`config.mk`:
```
export PLATFORM = sky130hd
export DESIGN_NAME = fifo_sync_param_flat
export DESIGN_NICKNAME = d
export VERILOG_FILES = /design/src/rtl/fifo_sync_param_if.sv /design/src/rtl/fifo_sync_param.sv /design/src/flat_wrapper.sv
export SDC_FILE = /design/constraint.sdc
export NUM_CORES = 1
export LEC_CHECK = 0
export ABC_AREA = 1
export CAP_MARGIN = 20
export CORE_AREA = 2 2 134 136
export CTS_CLUSTER_DIAMETER = 80
export DETAILED_ROUTE_END_ITERATION = 6
export DIE_AREA = 0 0 136 138
export SLEW_MARGIN = 20
export SYNTH_ARGS = -nofsm -noshare
export SYNTH_HDL_FRONTEND = slang
export SYNTH_SLANG_ARGS = --single-unit
```
`constraint.sdc`:
```
create_clock -name clk -period 2 [get_ports clk]
set_input_delay 0.2 -clock clk [delete_from_list [all_inputs] [get_ports clk]]
set_output_delay 0.2 -clock clk [all_outputs]
set_load 0.005 [all_outputs]
```
`src/rtl/fifo_sync_param_if.sv`:
```
// fifo_sync_param_if: producer/consumer handshake, status and error bundle for fifo_sync_param.
interface fifo_sync_param_if #(
    parameter int DATA_WIDTH = 8,
    parameter int DEPTH      = 16
);
    localparam int CW = $clog2(DEPTH) + 1;
    logic                  flush;
    logic                  wr_en;
    logic [DATA_WIDTH-1:0] wr_data;
    logic                  rd_en;
    logic [DATA_WIDTH-1:0] rd_data;
    logic                  rd_valid;
    logic                  full;
    logic                  empty;
    logic                  almost_full;
    logic                  almost_empty;
    logic                  half;
    logic [CW-1:0]         count;
    logic                  overflow;
    logic                  underflow;
    logic                  err_clr;
    modport master (
        output flush, wr_en, wr_data, rd_en, err_clr,
        input  rd_data, rd_valid, full, empty, almost_full, almost_empty, half, count, overflow, underflow
    );
    modport slave (
        input  flush, wr_en, wr_data, rd_en, err_clr,
        output rd_data, rd_valid, full, empty, almost_full, almost_empty, half, count, overflow, underflow
    );
endinterface

```
`src/rtl/fifo_sync_param.sv`:
```
// fifo_sync_param: single-clock FIFO with thresholds, occupancy count, sticky errors,
// synchronous flush and selectable registered / first-word-fall-through read.
module fifo_sync_param #(
    parameter int DATA_WIDTH = 8,
    parameter int DEPTH      = 16,
    parameter int AF_LEVEL   = 12,
    parameter int AE_LEVEL   = 4,
    parameter int FWFT       = 0
) (
    input logic clk,
    input logic rst,
    fifo_sync_param_if.slave bus
);
    localparam int AW = $clog2(DEPTH);
    localparam int CW = AW + 1;
    localparam logic [CW-1:0] DEPTH_C = CW'(DEPTH);
    localparam logic [CW-1:0] AF_C    = CW'(AF_LEVEL);
    localparam logic [CW-1:0] AE_C    = CW'(AE_LEVEL);
    localparam logic [CW-1:0] HALF_C  = CW'(DEPTH / 2);

    if (DATA_WIDTH < 1 || DEPTH < 4 || (DEPTH & (DEPTH - 1)) != 0 ||
        AE_LEVEL <= 0 || AE_LEVEL >= AF_LEVEL || AF_LEVEL >= DEPTH) begin : g_bad_params
        $error("fifo_sync_param: illegal parameter set");
    end

    logic [DATA_WIDTH-1:0] mem [DEPTH];
    logic [AW-1:0]         wptr;
    logic [AW-1:0]         rptr;
    logic [CW-1:0]         cnt;
    logic [DATA_WIDTH-1:0] rd_q;
    logic                  rv;
    logic                  ovf;
    logic                  unf;
    logic                  full;
    logic                  empty;
    logic                  wr_ok;
    logic                  rd_ok;

    assign full  = cnt == DEPTH_C;
    assign empty = cnt == '0;
    assign wr_ok = bus.wr_en && !full;
    assign rd_ok = bus.rd_en && !empty;

    always_ff @(posedge clk)
        if (!rst && !bus.flush && wr_ok)
            mem[wptr] <= bus.wr_data;

    // Errors set only for operations that were actually considered (not during flush); set beats clear.
    always_ff @(posedge clk) begin
        if (rst) begin
            wptr <= '0;
            rptr <= '0;
            cnt  <= '0;
            rd_q <= '0;
            rv   <= 1'b0;
            ovf  <= 1'b0;
            unf  <= 1'b0;
        end else begin
            ovf <= (bus.wr_en && full && !bus.flush) || (ovf && !bus.err_clr);
            unf <= (bus.rd_en && empty && !bus.flush) || (unf && !bus.err_clr);
            if (bus.flush) begin
                wptr <= '0;
                rptr <= '0;
                cnt  <= '0;
                rv   <= 1'b0;
            end else begin
                if (wr_ok)
                    wptr <= wptr + 1'b1;
                if (rd_ok) begin
                    rptr <= rptr + 1'b1;
                    rd_q <= mem[rptr];
                end
                cnt <= cnt + CW'(wr_ok) - CW'(rd_ok);
                rv  <= rd_ok;
            end
        end
    end

    assign bus.rd_data      = (FWFT != 0) ? mem[rptr] : rd_q;
    assign bus.rd_valid     = (FWFT != 0) ? !empty : rv;
    assign bus.full         = full;
    assign bus.empty        = empty;
    assign bus.almost_full  = cnt >= AF_C;
    assign bus.almost_empty = cnt <= AE_C;
    assign bus.half         = cnt >= HALF_C;
    assign bus.count        = cnt;
    assign bus.overflow     = ovf;
    assign bus.underflow    = unf;
endmodule

```
`src/flat_wrapper.sv`:
```
// flat-port wrapper written by rule: the top's interface ports become plain ports
module fifo_sync_param_flat 
#(
    parameter int DATA_WIDTH = 8,
    parameter int DEPTH      = 16,
    parameter int AF_LEVEL   = 12,
    parameter int AE_LEVEL   = 4,
    parameter int FWFT       = 0
)
  (clk, rst, bus_flush, bus_wr_en, bus_wr_data, bus_rd_en, bus_err_clr, bus_rd_data, bus_rd_valid, bus_full, bus_empty, bus_almost_full, bus_almost_empty, bus_half, bus_count, bus_overflow, bus_underflow);
  fifo_sync_param_if #(.DATA_WIDTH(DATA_WIDTH), .DEPTH(DEPTH)) bus_i ();
  input logic clk;
  input logic rst;
  input wire logic [$bits(bus_i.flush)-1:0] bus_flush;
  input wire logic [$bits(bus_i.wr_en)-1:0] bus_wr_en;
  input wire logic [$bits(bus_i.wr_data)-1:0] bus_wr_data;
  input wire logic [$bits(bus_i.rd_en)-1:0] bus_rd_en;
  input wire logic [$bits(bus_i.err_clr)-1:0] bus_err_clr;
  output wire logic [$bits(bus_i.rd_data)-1:0] bus_rd_data;
  output wire logic [$bits(bus_i.rd_valid)-1:0] bus_rd_valid;
  output wire logic [$bits(bus_i.full)-1:0] bus_full;
  output wire logic [$bits(bus_i.empty)-1:0] bus_empty;
  output wire logic [$bits(bus_i.almost_full)-1:0] bus_almost_full;
  output wire logic [$bits(bus_i.almost_empty)-1:0] bus_almost_empty;
  output wire logic [$bits(bus_i.half)-1:0] bus_half;
  output wire logic [$bits(bus_i.count)-1:0] bus_count;
  output wire logic [$bits(bus_i.overflow)-1:0] bus_overflow;
  output wire logic [$bits(bus_i.underflow)-1:0] bus_underflow;
  assign bus_i.flush = bus_flush;
  assign bus_i.wr_en = bus_wr_en;
  assign bus_i.wr_data = bus_wr_data;
  assign bus_i.rd_en = bus_rd_en;
  assign bus_i.err_clr = bus_err_clr;
  assign bus_rd_data = bus_i.rd_data;
  assign bus_rd_valid = bus_i.rd_valid;
  assign bus_full = bus_i.full;
  assign bus_empty = bus_i.empty;
  assign bus_almost_full = bus_i.almost_full;
  assign bus_almost_empty = bus_i.almost_empty;
  assign bus_half = bus_i.half;
  assign bus_count = bus_i.count;
  assign bus_overflow = bus_i.overflow;
  assign bus_underflow = bus_i.underflow;
  fifo_sync_param #(.DATA_WIDTH(DATA_WIDTH), .DEPTH(DEPTH), .AF_LEVEL(AF_LEVEL), .AE_LEVEL(AE_LEVEL), .FWFT(FWFT)) u_core (.clk(clk), .rst(rst), .bus(bus_i));
endmodule
```
==> results of run 1 <==
## synthesized netlist by cell type (3+ instances only)
cell / number / area, um^2
buf_2: 13 / 65.1
edfxtp_1: 128 / 3840
ha_1: 15 / 188
o21ai_0: 8 / 40.0
buf_6: 3 / 33.8
inv_1: 91 / 342
buf_4: 9 / 67.6
a21oi_1: 12 / 60.1
dfxtp_1: 24 / 480
nand2_1: 216 / 811
nand3_1: 101 / 505
nor2_1: 35 / 131
## per-stage QoR
| stage | instances | hold slack [ps] |
|---|---|---|
| 5_1_grt | 992 | 441 |
| 6_report | 992 | 409 |
| 3_5_place_dp | 955 | 464 |
| 4_1_cts | 988 | 394 |
| 2_1_floorplan | 680 | 299 |
| 3_3_place_gp | 955 | 453 |
## what timing repair did
action | CTS | global route
buffers inserted | 2 | 4
pin swaps | 1 | 9
setup endpoints to repair | 4 | 3
hold buffers | 0 | 0
resized for setup | 5 | 6
## area by class of cell
| cell class | count | area, um^2 |
|---|---|---|
| fill | 1631 | 9360 |
| sequential | 152 | 4330 |
| multi-input combinational | 403 | 1930 |
| timing repair buffer | 80 | 687 |
| clock buffer | 20 | 437 |
| inverter | 97 | 369 |
| tap | 229 | 287 |
| clock inverter | 11 | 131 |
## where the power goes
group	switching [mW]	internal, mW	leakage, nW
clock network	1.18	1.93	0.274
logic	1.36	1.04	1.78
registers	0.0725	3.56	1.35
total	2.61	6.53	3.40
## worst max-delay path by stage
stage,endpoint,slack (ps),depth (start not counted)
after floorplan,u_core.bus.count[4]$_SDFF_PP0_,0.3,12
after global placement,u_core.mem[4][5]$_DFFE_PP_,-20,5
after detailed placement,u_core.bus.count[4]$_SDFF_PP0_,-50,12
after CTS,bus_almost_full,6,5
after global routing,u_core.bus.count[4]$_SDFF_PP0_,-100,12
final,u_core.bus.count[4]$_SDFF_PP0_,10,11
## state kept, by name, summed over array words and instances, names as in the netlist
signal	cells
u_core.bus.underflow	1
u_core.wptr	4
u_core.bus.overflow	1
u_core.mem	128
u_core.rptr	4
u_core.bus.rd_valid	1
u_core.bus.rd_data	8
u_core.bus.count	5
## worst register-to-register path, delay by kind of cell, from the launching register on
kind / cells / cell delay [ps]
AOI/OAI and AO/OA: 4 / 440
adders and majority gates: 2 / 510
buffers and inverters: 2 / 190
DFF: 1 / 330
and+or+nand+nor: 3 / 390
## per-layer routing
metal  share of wire, %  GRT usage (%)  vias to the layer above
met5                  0              0                        -
met3                3.8           3.59                       36
met4                3.0           8.39                        0
li1                   -              -                     2347
met2                 50           29.3                      102
met1                 43           21.7                     2279
## logic make-up (layout without fill, tap and decap cells)
family / Yosys count / after routing / share of synthesized area, %
AND/OR/NAND/NOR: 361 / 361 / 22.5
flip-flops: 152 / 152 / 63.8
AO/OA/AOI/OAI: 23 / 23 / 1.90
buffers and inverters: 125 / 208 / 8.38
XOR/XNOR: 3 / 3 / 0.388
adder cells (fa/ha/maj): 16 / 16 / 3.06
==> results.yml, run 1 <==
layout:
  mostFrequentLayoutCell: "nand2_1"
  area.growth.synth_to_final_pct: 20.6
  diodes: 0
  drive_gt1_share_pct: 12.5
  layout_common_cells: "215 x nand2_1, 128 x edfxtp_1, 101 x nand3_1, 89 x inv_1, 46 x buf_4"
  fin_area_mm2: 0.00817
  num-nets-final: 781
  fin_util_pct: 46.6
pwr:
  powerDensity_mw_per_mm2: 1120
  power.total_mw: 9.14
  leakage_nw: 3.40
  vdd_ir_drop_max_mv: 0.765
floorplan:
  ios: 35
  dieArea_mm2: 0.0188
  rows: 49
  die_width_um: 136
  start_util_pct: 38.7
  die_h_um: 138
  core_mm2: 0.0175
worst_setup_path:
  cp-startpoint: "u_core.bus.count[2]$_SDFF_PP0_"
  critPathCaptureType: "register"
  crit_slowest_cell: "fa_2"
  crit_arrival_ps: 2290
  reg2reg_slack_ps: 10
  slowest_delay_ps: 350
  critPathTopFamily: "adder cells"
  r2r-start: "u_core.bus.count[2]$_SDFF_PP0_"
  rr_worst_depth: 11
  cp.required_ps: 2300
  timing.rr.end: "u_core.bus.count[4]$_SDFF_PP0_"
  crit_type: "register to register"
  worstSetupStartpointType: "register"
  crit_fanout: 3
  cp_num_buf_inv: 2
  worstPathCellList: "inv_2, ha_4, nand3_4, nand2_4, or2_4, buf_4, fa_2, a21oi_2, o21bai_1, o21ai_1, a21oi_1"
global_routing:
  grt_use_total_pct: 17.5
  antenna_found_initial: 0
  grt_pass1_vias: 4795
  grt_pass1_wl_um: 25000
  grt.overflow.total: 0
  grt_start_max_net_pins: 36
drt:
  dr.pass1.iters: 5
  via_count: 4764
  viasPerCell: 4.80
  post_drt_wl_per_cell_um: 15.7
  drc: 0
  initialDrtViolationCount: 331
  final_antenna_net_count: 0
  drt_wl_total_um: 15500
placed_design:
  port_buffers: 34
  hpwl_um: 10300
  gp_congestion: 0.861
  place_area_mm2: 0.00752
  post-place-ws_ps: -49.4
cts:
  cts_tree: "done"
  cts_root_buf: "clkbuf_16"
  clockBufferDepth: 2
  clk-insertion-delay-late_ps: 420
  cts_buffers: 17
  cts.reportedPaths.clkPinSlew_ps: 60
  h-tree-depth: 4
  clock_sinks: 152
sta:
  period_share_pct: 99.3
  slew_headroom_pct: 47.7
  rsz0062_at_grt: "yes"
  fmax_ghz: 0.503
  hold_viol: 0
  slew_viol_final: 0
  setup_viol: 0
  fin_tns_setup_ps: 0
  setup_ws_ps: 13.4
  tightest_slew_ps: 782
  fin_worst_skew_ps: 5.03
  fin_crit_ps: 1990
synthesis:
  synth_edf_count: 128
  ys_ff_latch: 152
  syn-num-nets: 710
  synth.yosys.seq_area_share_pct: 63.8
  ys.flop_type: "edfxtp_1"
  ys_warn_count: 0
  avgSynthCellArea_um2: 9.97
  syn-cell-area_mm2: 0.00678
  syn_inst: 680
  synth.distinct_cells: 30
  async_reset_ff_share_pct: 0
outcome:
  status: "finished clean"
hold_path:
  worstHoldStart: "bus_wr_en"
  min_to: "u_core.bus.overflow$_SDFF_PP0_"
  min_path_cells: 3
  hold_class: "input port to register"
flow_run:
  max-cap-violations: 0
Power figures use the tool's default switching activity.
==> inputs of run 2 (changes only) <==
SKIP_LAST_GASP = 1   (was not set)
==> run 2 against run 1 <==
Effect of this change: combinational power about the same; die area unchanged; wire length about the same; fmax down 2.8%; the run now ends with setup timing left; critical path depth down 4; sequential share of layout area about the same; clock power about the same.
==> results.yml, run 2 (same netlist as run 1, synthesis figures left out) <==
layout:
  layout_common_cells: "215 x nand2_1, 128 x edfxtp_1, 101 x nand3_1, 89 x inv_1, 46 x buf_4"
  diodes: 0
  num-nets-final: 781
  drive_gt1_share_pct: 12.5
  area.growth.synth_to_final_pct: 20.6
  fin_cells: 992
  largest_reg_flops: 128
  seqCellArea_mm2: 0.00433
  mostFrequentLayoutCell: "nand2_1"
  multiInputGateArea_mm2: 0.00193
  fillers: 1632
  fin_area_mm2: 0.00817
  largest_register: "u_core.mem"
placed_design:
  place_area_mm2: 0.00752
  port_buffers: 34
  gp_congestion: 0.861
  place_inst: 955
  hpwl_um: 10300
pwr:
  power.total_mw: 9.14
  clockPowerShare_pct: 34.0
  pwr-share-seq_pct: 39.7
  combPwrFrac_pct: 26.3
  swShare_pct: 28.5
  internal_power_mw: 6.54
  powerDensity_mw_per_mm2: 1120
  leakage_nw: 3.38
  vdd_ir_drop_max_mv: 0.766
  p_sw_mw: 2.61
global_routing:
  grt_start_max_net_pins: 36
  grt_use_total_pct: 17.5
  grt_pass1_wl_um: 25000
  grt.overflow.total: 0
  antenna_found_initial: 0
  grt_pass1_vias: 4795
cts:
  clock_sinks: 152
  cts.reportedPaths.clkPinSlew_ps: 60
  clk-insertion-delay-late_ps: 420
  clockBufferDepth: 2
  h-tree-depth: 4
  cts_buffers: 17
  cts_root_buf: "clkbuf_16"
  cts_tree: "done"
floorplan:
  rows: 49
  die_width_um: 136
  ios: 35
  dieArea_mm2: 0.0188
  start_util_pct: 38.7
  core_mm2: 0.0175
  die_h_um: 138
outcome:
  violations: "setup timing"
  status: "finished, violations left"
sta:
  slew_headroom_pct: 47.7
  period_share_pct: 102
  hold_viol: 0
  fin_tns_setup_ps: -43.9
  fin_worst_skew_ps: 5.03
  fmax_ghz: 0.489
  hold-worst-slack_ps: 408
  slew_viol_final: 0
  setup_ws_ps: -43.9
  tightest_slew_ps: 783
  rsz0062_at_grt: "yes"
  fin_crit_ps: 2040
  setup_viol: 1
worst_setup_path:
  critPathCaptureType: "output port"
  crit_arrival_ps: 1840
  crit_fanout: 2
  worstSetupStartpointType: "register"
  crit_type: "register to output port"
  cp.required_ps: 1800
drt:
  initialDrtViolationCount: 333
  drc: 0
  post_drt_wl_per_cell_um: 15.7
  drt_wl_total_um: 15500
  via_count: 4765
  dr.pass1.iters: 5
  final_antenna_net_count: 0
  viasPerCell: 4.80
flow_run:
  max-cap-violations: 0
hold_path:
  hold_class: "input port to register"
-- run 2: worst paths after layout --
| check | from | end | slack (ps) | cells after the start |
|---|---|---|---|---|
| setup / recovery | u_core.bus.count[2]$_SDFF_PP0_ | bus_half | -40 | 7 |
| hold reg to reg | u_core.bus.underflow$_SDFF_PP0_ | u_core.bus.underflow$_SDFF_PP0_ | 470 | 2 |
| setup reg to reg | u_core.bus.count[2]$_SDFF_PP0_ | u_core.bus.count[4]$_SDFF_PP0_ | 10 | 11 |
| hold / removal | bus_wr_en | u_core.bus.overflow$_SDFF_PP0_ | 410 | 3 |
-- run 2: area by class of cell --
type / instances / area share (%)
inverters: 97 / 4.52
multi-input cells: 403 / 23.7
clock inverters: 11 / 1.61
clock buffers: 20 / 5.34
well taps: 229 / 3.51
repair buffers: 80 / 8.38
flip-flops and latches: 152 / 53.0
-- run 2: worst max-delay path, stage by stage (launching register included) --
cell	delay, ps
dfxtp_2	330
inv_2	50
buf_4	130
buf_4	120
ha_1	190
nand3_1	80
nand2_1	60
clkdlybuf4s50_1	450
-- run 2: repair_timing --
action	4_1_cts	5_1_grt
hold buffers	0	0
resized for setup	5	5
buffers inserted	2	4
pin swaps	1	9
endpoints found under the hold margin	0	0
endpoints found under the setup margin	4	3
-- run 2: power groups by stage --
stage	clock, mW	sequential [mW]	combinational [mW]
final	3.11	3.63	2.40
after global routing	3.29	3.64	2.67
after CTS	3.14	3.63	2.28
after detailed placement	0	3.70	2.23
after global placement	0	3.69	2.18
after floorplan	0	3.71	1.32
-- run 2: per-stage QoR --
stage	worst slack (ps)	utilization [%]
2_1_floorplan	0.277	-
3_3_place_gp	-24.1	42.9
3_5_place_dp	-49.4	42.9
4_1_cts	6.45	46.3
5_1_grt	-99.1	46.6
6_report	-43.9	46.6
-- run 2: routing by layer --
metal  share of wire, %  GRT usage [%]  vias up
met5                  0              0        -
met4                3.0           8.39        0
met3                3.9           3.59       36
met2                 50           29.3      106
met1                 43           21.7     2276
li1                   -              -     2347
